--- src/rtl/binary_search_guesser.sv ---
// Binary-search initiator: drives probe values into an external magnitude
// comparator and narrows [lo, hi] from its EQ/LT/GT answer until found or inconsistent.
module binary_search_guesser #(
   parameter int WIDTH = 16
) (
   input  logic             clk,
   input  logic             rst_n,
   input  logic             start,
   input  logic             eq,
   input  logic             lt,
   input  logic             gt,
   output logic [WIDTH-1:0] guess,
   output logic [WIDTH-1:0] found,
   output logic [7:0]       steps,
   output logic             busy,
   output logic             done,
   output logic             err
);

   // state | meaning
   // IDLE  | waiting for start; guess/found/steps/err hold
   // PROBE | issue midpoint of [lo, hi] as the next guess
   // EVAL  | comparator flags settle; narrow range or finish
   // FIN   | one-cycle done pulse, then back to IDLE
   typedef enum logic [1:0] {
      IDLE  = 2'd0,
      PROBE = 2'd1,
      EVAL  = 2'd2,
      FIN   = 2'd3
   } state_t;

   localparam logic [WIDTH:0] MAX_VAL = {1'b0, {WIDTH{1'b1}}};

   state_t           state, state_nxt;
   logic [WIDTH:0]   lo, lo_nxt;
   logic [WIDTH:0]   hi, hi_nxt;
   logic [WIDTH-1:0] guess_nxt;
   logic [WIDTH-1:0] found_nxt;
   logic [7:0]       steps_nxt;
   logic             err_nxt;

   logic [WIDTH:0]   sum;
   logic [WIDTH:0]   guess_inc;
   logic [WIDTH:0]   guess_dec;
   logic [2:0]       flags;

   // lo + hi never exceeds 2*MAX, so the WIDTH+1 bit sum cannot overflow
   assign sum       = lo + hi;
   assign guess_inc = {1'b0, guess} + {{WIDTH{1'b0}}, 1'b1};
   assign guess_dec = {1'b0, guess} - {{WIDTH{1'b0}}, 1'b1};
   assign flags     = {eq, lt, gt};

   always_ff @(posedge clk or negedge rst_n) begin
      if (!rst_n) begin
         state <= IDLE;
         lo    <= '0;
         hi    <= '0;
         guess <= '0;
         found <= '0;
         steps <= '0;
         err   <= 1'b0;
      end else begin
         state <= state_nxt;
         lo    <= lo_nxt;
         hi    <= hi_nxt;
         guess <= guess_nxt;
         found <= found_nxt;
         steps <= steps_nxt;
         err   <= err_nxt;
      end
   end

   always_comb begin
      state_nxt = state;
      lo_nxt    = lo;
      hi_nxt    = hi;
      guess_nxt = guess;
      found_nxt = found;
      steps_nxt = steps;
      err_nxt   = err;

      case (state)
         IDLE: begin
            if (start) begin
               lo_nxt    = '0;
               hi_nxt    = MAX_VAL;
               steps_nxt = '0;
               err_nxt   = 1'b0;
               state_nxt = PROBE;
            end
         end

         PROBE: begin
            guess_nxt = WIDTH'(sum >> 1);
            if (steps != 8'hff) begin
               steps_nxt = steps + 8'd1;
            end
            state_nxt = EVAL;
         end

         EVAL: begin
            state_nxt = FIN;
            case (flags)
               3'b100: found_nxt = guess;
               3'b010: begin
                  // a top-of-range LT means the comparator contradicts the range
                  if ((&guess) || (guess_inc > hi)) begin
                     err_nxt = 1'b1;
                  end else begin
                     lo_nxt    = guess_inc;
                     state_nxt = PROBE;
                  end
               end
               3'b001: begin
                  if ((guess == '0) || (guess_dec < lo)) begin
                     err_nxt = 1'b1;
                  end else begin
                     hi_nxt    = guess_dec;
                     state_nxt = PROBE;
                  end
               end
               default: err_nxt = 1'b1;
            endcase
         end

         FIN: state_nxt = IDLE;

         default: state_nxt = IDLE;
      endcase
   end

   assign busy = (state == PROBE) || (state == EVAL);
   assign done = (state == FIN);

endmodule
--- config.mk ---
export PLATFORM = sky130hd
export DESIGN_NAME = binary_search_guesser
export DESIGN_NICKNAME = d
export VERILOG_FILES = /design/src/rtl/binary_search_guesser.sv
export SDC_FILE = /design/constraint.sdc
export NUM_CORES = 1
export LEC_CHECK = 0
export CAP_MARGIN = 20
export CORE_AREA = 2 2 155 157
export DETAILED_ROUTE_END_ITERATION = 8
export DIE_AREA = 0 0 157 159
export GPL_ROUTABILITY_DRIVEN = 1
export SLEW_MARGIN = 20
export SYNTH_ARGS = -nofsm -noshare
export SYNTH_HDL_FRONTEND = slang
export SYNTH_SLANG_ARGS = --single-unit
--- constraint.sdc ---
create_clock -name clk -period 3.15 [get_ports clk]
set_clock_uncertainty 0.05 [all_clocks]
set_input_delay 0.315 -clock clk [delete_from_list [all_inputs] [get_ports clk]]
set_output_delay 0.315 -clock clk [all_outputs]
set_load 0.02 [all_outputs]
==> flow_metrics.env <==
export IMPL_cts_made_buffers=9
export IMPL_first_global_vias=5076
export IMPL_area_growth_syn_to_layout_pct=38.4
export IMPL_ys_types=66
export IMPL_synth_area_sq_um=5730
export IMPL_failing_checks="setup timing"
export IMPL_timing_hold_violations_final=0
export IMPL_placeableCoreArea_sq_um=23200
export IMPL_vdd_ir_drop_worst_mv=0.394
export IMPL_vias_per_cell=4.86
export IMPL_grt_overflow=0
export IMPL_number_of_nets_with_antenna_violations_after_routing=0
export IMPL_postSynthRegisterBits=77
export IMPL_timing_slew_headroom_pct=47.8
export IMPL_total_power_mw=8.32
export IMPL_grt_antenna_before_repair=0
export IMPL_detail_route_wl_per_cell_um=16.2
export IMPL_commonest_cells_after_routing_fill_and_taps_aside="88 x buf_4, 72 x dfrtp_1, 51 x ha_1"
export IMPL_final_max_slew_violation_count=0
export IMPL_clockBufferDepth=2
export IMPL_layout_worst_path_cycle_share_pct=102
export IMPL_asyncSetResetFlopFracSynth_pct=100
export IMPL_synth_top_cells_by_area="dfrtp_1 34%, ha_1 12%, mux2_2 4.3%, xnor2_1 3.4%, a21oi_1 3.3%"
export IMPL_power_per_cell_area_nw_per_um2=1050
export IMPL_syn_avg_cell_area_sq_um=9.15
export IMPL_ff_latch_area_sq_um=1930
export IMPL_chipHeight_um=159
export IMPL_postSynthNetCount=689
export IMPL_grt_pass1_wl_um=27500
export IMPL_pin_count=49
export IMPL_clock_tree_root_cell="clkbuf_16"
export IMPL_timing_setup_critical_path_class="reg -> reg"
export IMPL_yosys_area_top_type_share_pct=33.6
export IMPL_initial_utilization_pct=24.7
export IMPL_synth_warnings=0
export IMPL_grt_max_degree=78
export IMPL_synthCells=626
export IMPL_cp_arrival_ns=3.40
export IMPL_yosys_area_top_type="dfrtp_1"
export IMPL_layout_min_cycle_time_ns=3.21
export IMPL_yosysSeqAreaShare_pct=33.6
export IMPL_final_setup_worst_slack_ns=-0.0642
export IMPL_total_die_area_sq_um=25000
export IMPL_detail_route_first_pass_iterations=4
export IMPL_rsz0062_at_grt="true"
export IMPL_gpl_final_weighted_congestion=0.911
export IMPL_ff2ff_path_depth=14
export IMPL_required_ns=3.34
export IMPL_placed_cell_area_sq_um=7050
export IMPL_maxCapViolCount=0
export IMPL_crit_path_start_kind="register"
export IMPL_tritoncts="done"
export IMPL_hold_path_class="reg -> reg"
export IMPL_die_w_um=157
export IMPL_multi_input_comb_area_sq_um=3860
export IMPL_drive_gt1_share_pct=27.9
export IMPL_hpwl_um=12900
export IMPL_clock_sink_count=77
export IMPL_drt_iter0_markers=283
export IMPL_ys_dominant_reg_cell="dfrtp_1"
export IMPL_final_core_utilization_pct=34.2
export IMPL_finalWirelength_um=17400
export IMPL_cts_clk_slew_worst_paths_ns=0.06
export IMPL_slowest_stage_cell_cp="dfrtp_2"
export IMPL_finalSetupTns_ns=-0.496
export IMPL_slowest_delay_ns=0.45
export IMPL_synth_edf_count=0
export IMPL_placement_rows=56
export IMPL_layout_filler_cells=2363
export IMPL_fin_nets=815
export IMPL_worst_pin_slew_ns=0.783
export IMPL_cts_htree_levels=3
export IMPL_vias=5225
export IMPL_path_cells="nor4_4 -> buf_4 -> buf_6 -> and3_4 -> nand2_4 -> xnor2_2 -> ha_1 -> nand2_2 -> nor3_2 -> nand3_1 -> o22a_1 -> buf_6 -> or3_4 -> o22a_1"
export IMPL_final_cell_area_sq_um=7930
export IMPL_critPathMaxFanout=8
export IMPL_worst_hold_path_num_cells=2
export IMPL_outcome="complete, but fails checks"
export IMPL_port_buffers=48
export IMPL_setup_viol=13
export IMPL_antenna_cells=0
export IMPL_clkLatencyLatePin_ns=0.35
export IMPL_power_leakage_nw=3.37
export IMPL_leading_cell_type_in_the_layout_fill_and_taps_excluded="buf_4"
export IMPL_endpoint_kind="register"
export IMPL_maxClockFrequency_mhz=311
export IMPL_total_global_route_track_usage_pct=14.1
export IMPL_drc_errors=0
-- logic make-up (layout without fill, tap and decap cells) --
kind of cell               after synthesis  count (layout)  share of synthesized area, %
muxes                                   24              24                          4.67
AOI/OAI and AO/OA                      144             144                          17.5
adders and majority gates               57              57                          12.6
DFF                                     77              77                          33.6
and+or+nand+nor                        203             203                          18.9
buffers and inverters                   78             207                          6.11
xor gates and xnor gates                43              43                          6.57
-- critical path: cells and delay by family (launching register included) --
family,cells,cell delay [ns]
and+or+nand+nor,7,1.30
adders and majority gates,1,0.29
buffers and inverters,3,0.39
AOI/OAI and AO/OA,2,0.46
DFF,1,0.45
xor gates and xnor gates,1,0.15
-- metrics by stage --
stage	worst slack, ns	cells	hold WS [ns]
CTS	-0.0375	1062	0.155
global route	-0.201	1074	0.475
floorplan	0.00208	626	-0.0306
global placement	-0.381	1041	0.440
finish	-0.0642	1074	0.452
detailed placement	-0.385	1041	0.438
-- sequential cells by signal (all words and copies together), names as in the netlist --
| signal | flops |
|---|---|
| hi | 17 |
| lo | 17 |
| found | 16 |
| guess | 16 |
| steps | 8 |
| state | 2 |
| err | 1 |
-- routing by layer --
metal | GRT usage (%) | vias up | wire length, um | part of all wire (%)
met5 | 0 | - | 0 | 0
li1 | - | 2513 | - | -
met1 | 18.9 | 2545 | 7860 | 45
met4 | 4.80 | 0 | 484 | 2.8
met3 | 3.10 | 31 | 827 | 4.8
met2 | 22.3 | 136 | 8210 | 47
-- repair_timing --
action	CTS	global route
hold buffers	0	1
setup endpoints to repair	31	36
setup buffers	7	12
resized for setup	39	52
hold endpoints to repair	0	3
pin swaps	24	54
-- cell type report --
class                           count  area share (%)
Timing Repair Buffer              149            16.3
Clock inverter                      2           0.442
Inverter                           44            2.08
Sequential cell                    77            24.4
Clock buffer                       12            3.11
Tap cell                          319            5.03
Multi-Input combinational cell    471            48.7
-- power by group --
group	total (mW)	internal [mW]	switching [mW]	leakage, nW
sequential	1.67	1.32	0.342	0.908
clock	1.05	0.626	0.422	0.139
combinational	5.61	2.61	3.00	2.32
total	8.32	4.56	3.76	3.37
-- worst paths after layout --
path,slack [ns],startpoint,to
setup / recovery,-0.06,guess[5],hi[4]
hold / removal,0.45,err,err
setup reg to reg,-0.06,guess[5],hi[4]
hold reg to reg,0.45,err,err
max in group asynchronous,1.93,rst_n,guess[5]
min in group asynchronous,0.51,rst_n,guess[3]
-- Yosys cell counts, types with 11 or more instances --
cell type	instances
dfrtp_1	77
ha_1	56
nand2_1	49
inv_1	44
a21oi_1	38
nor2_1	37
o21ai_0	25
nand3_1	23
mux2_2	22
xnor2_1	22
xor2_1	21
nor3_1	19
nand4_1	15
buf_2	13
nor2b_1	12
clkbuf_1	11
Power figures use the tool's default switching activity.
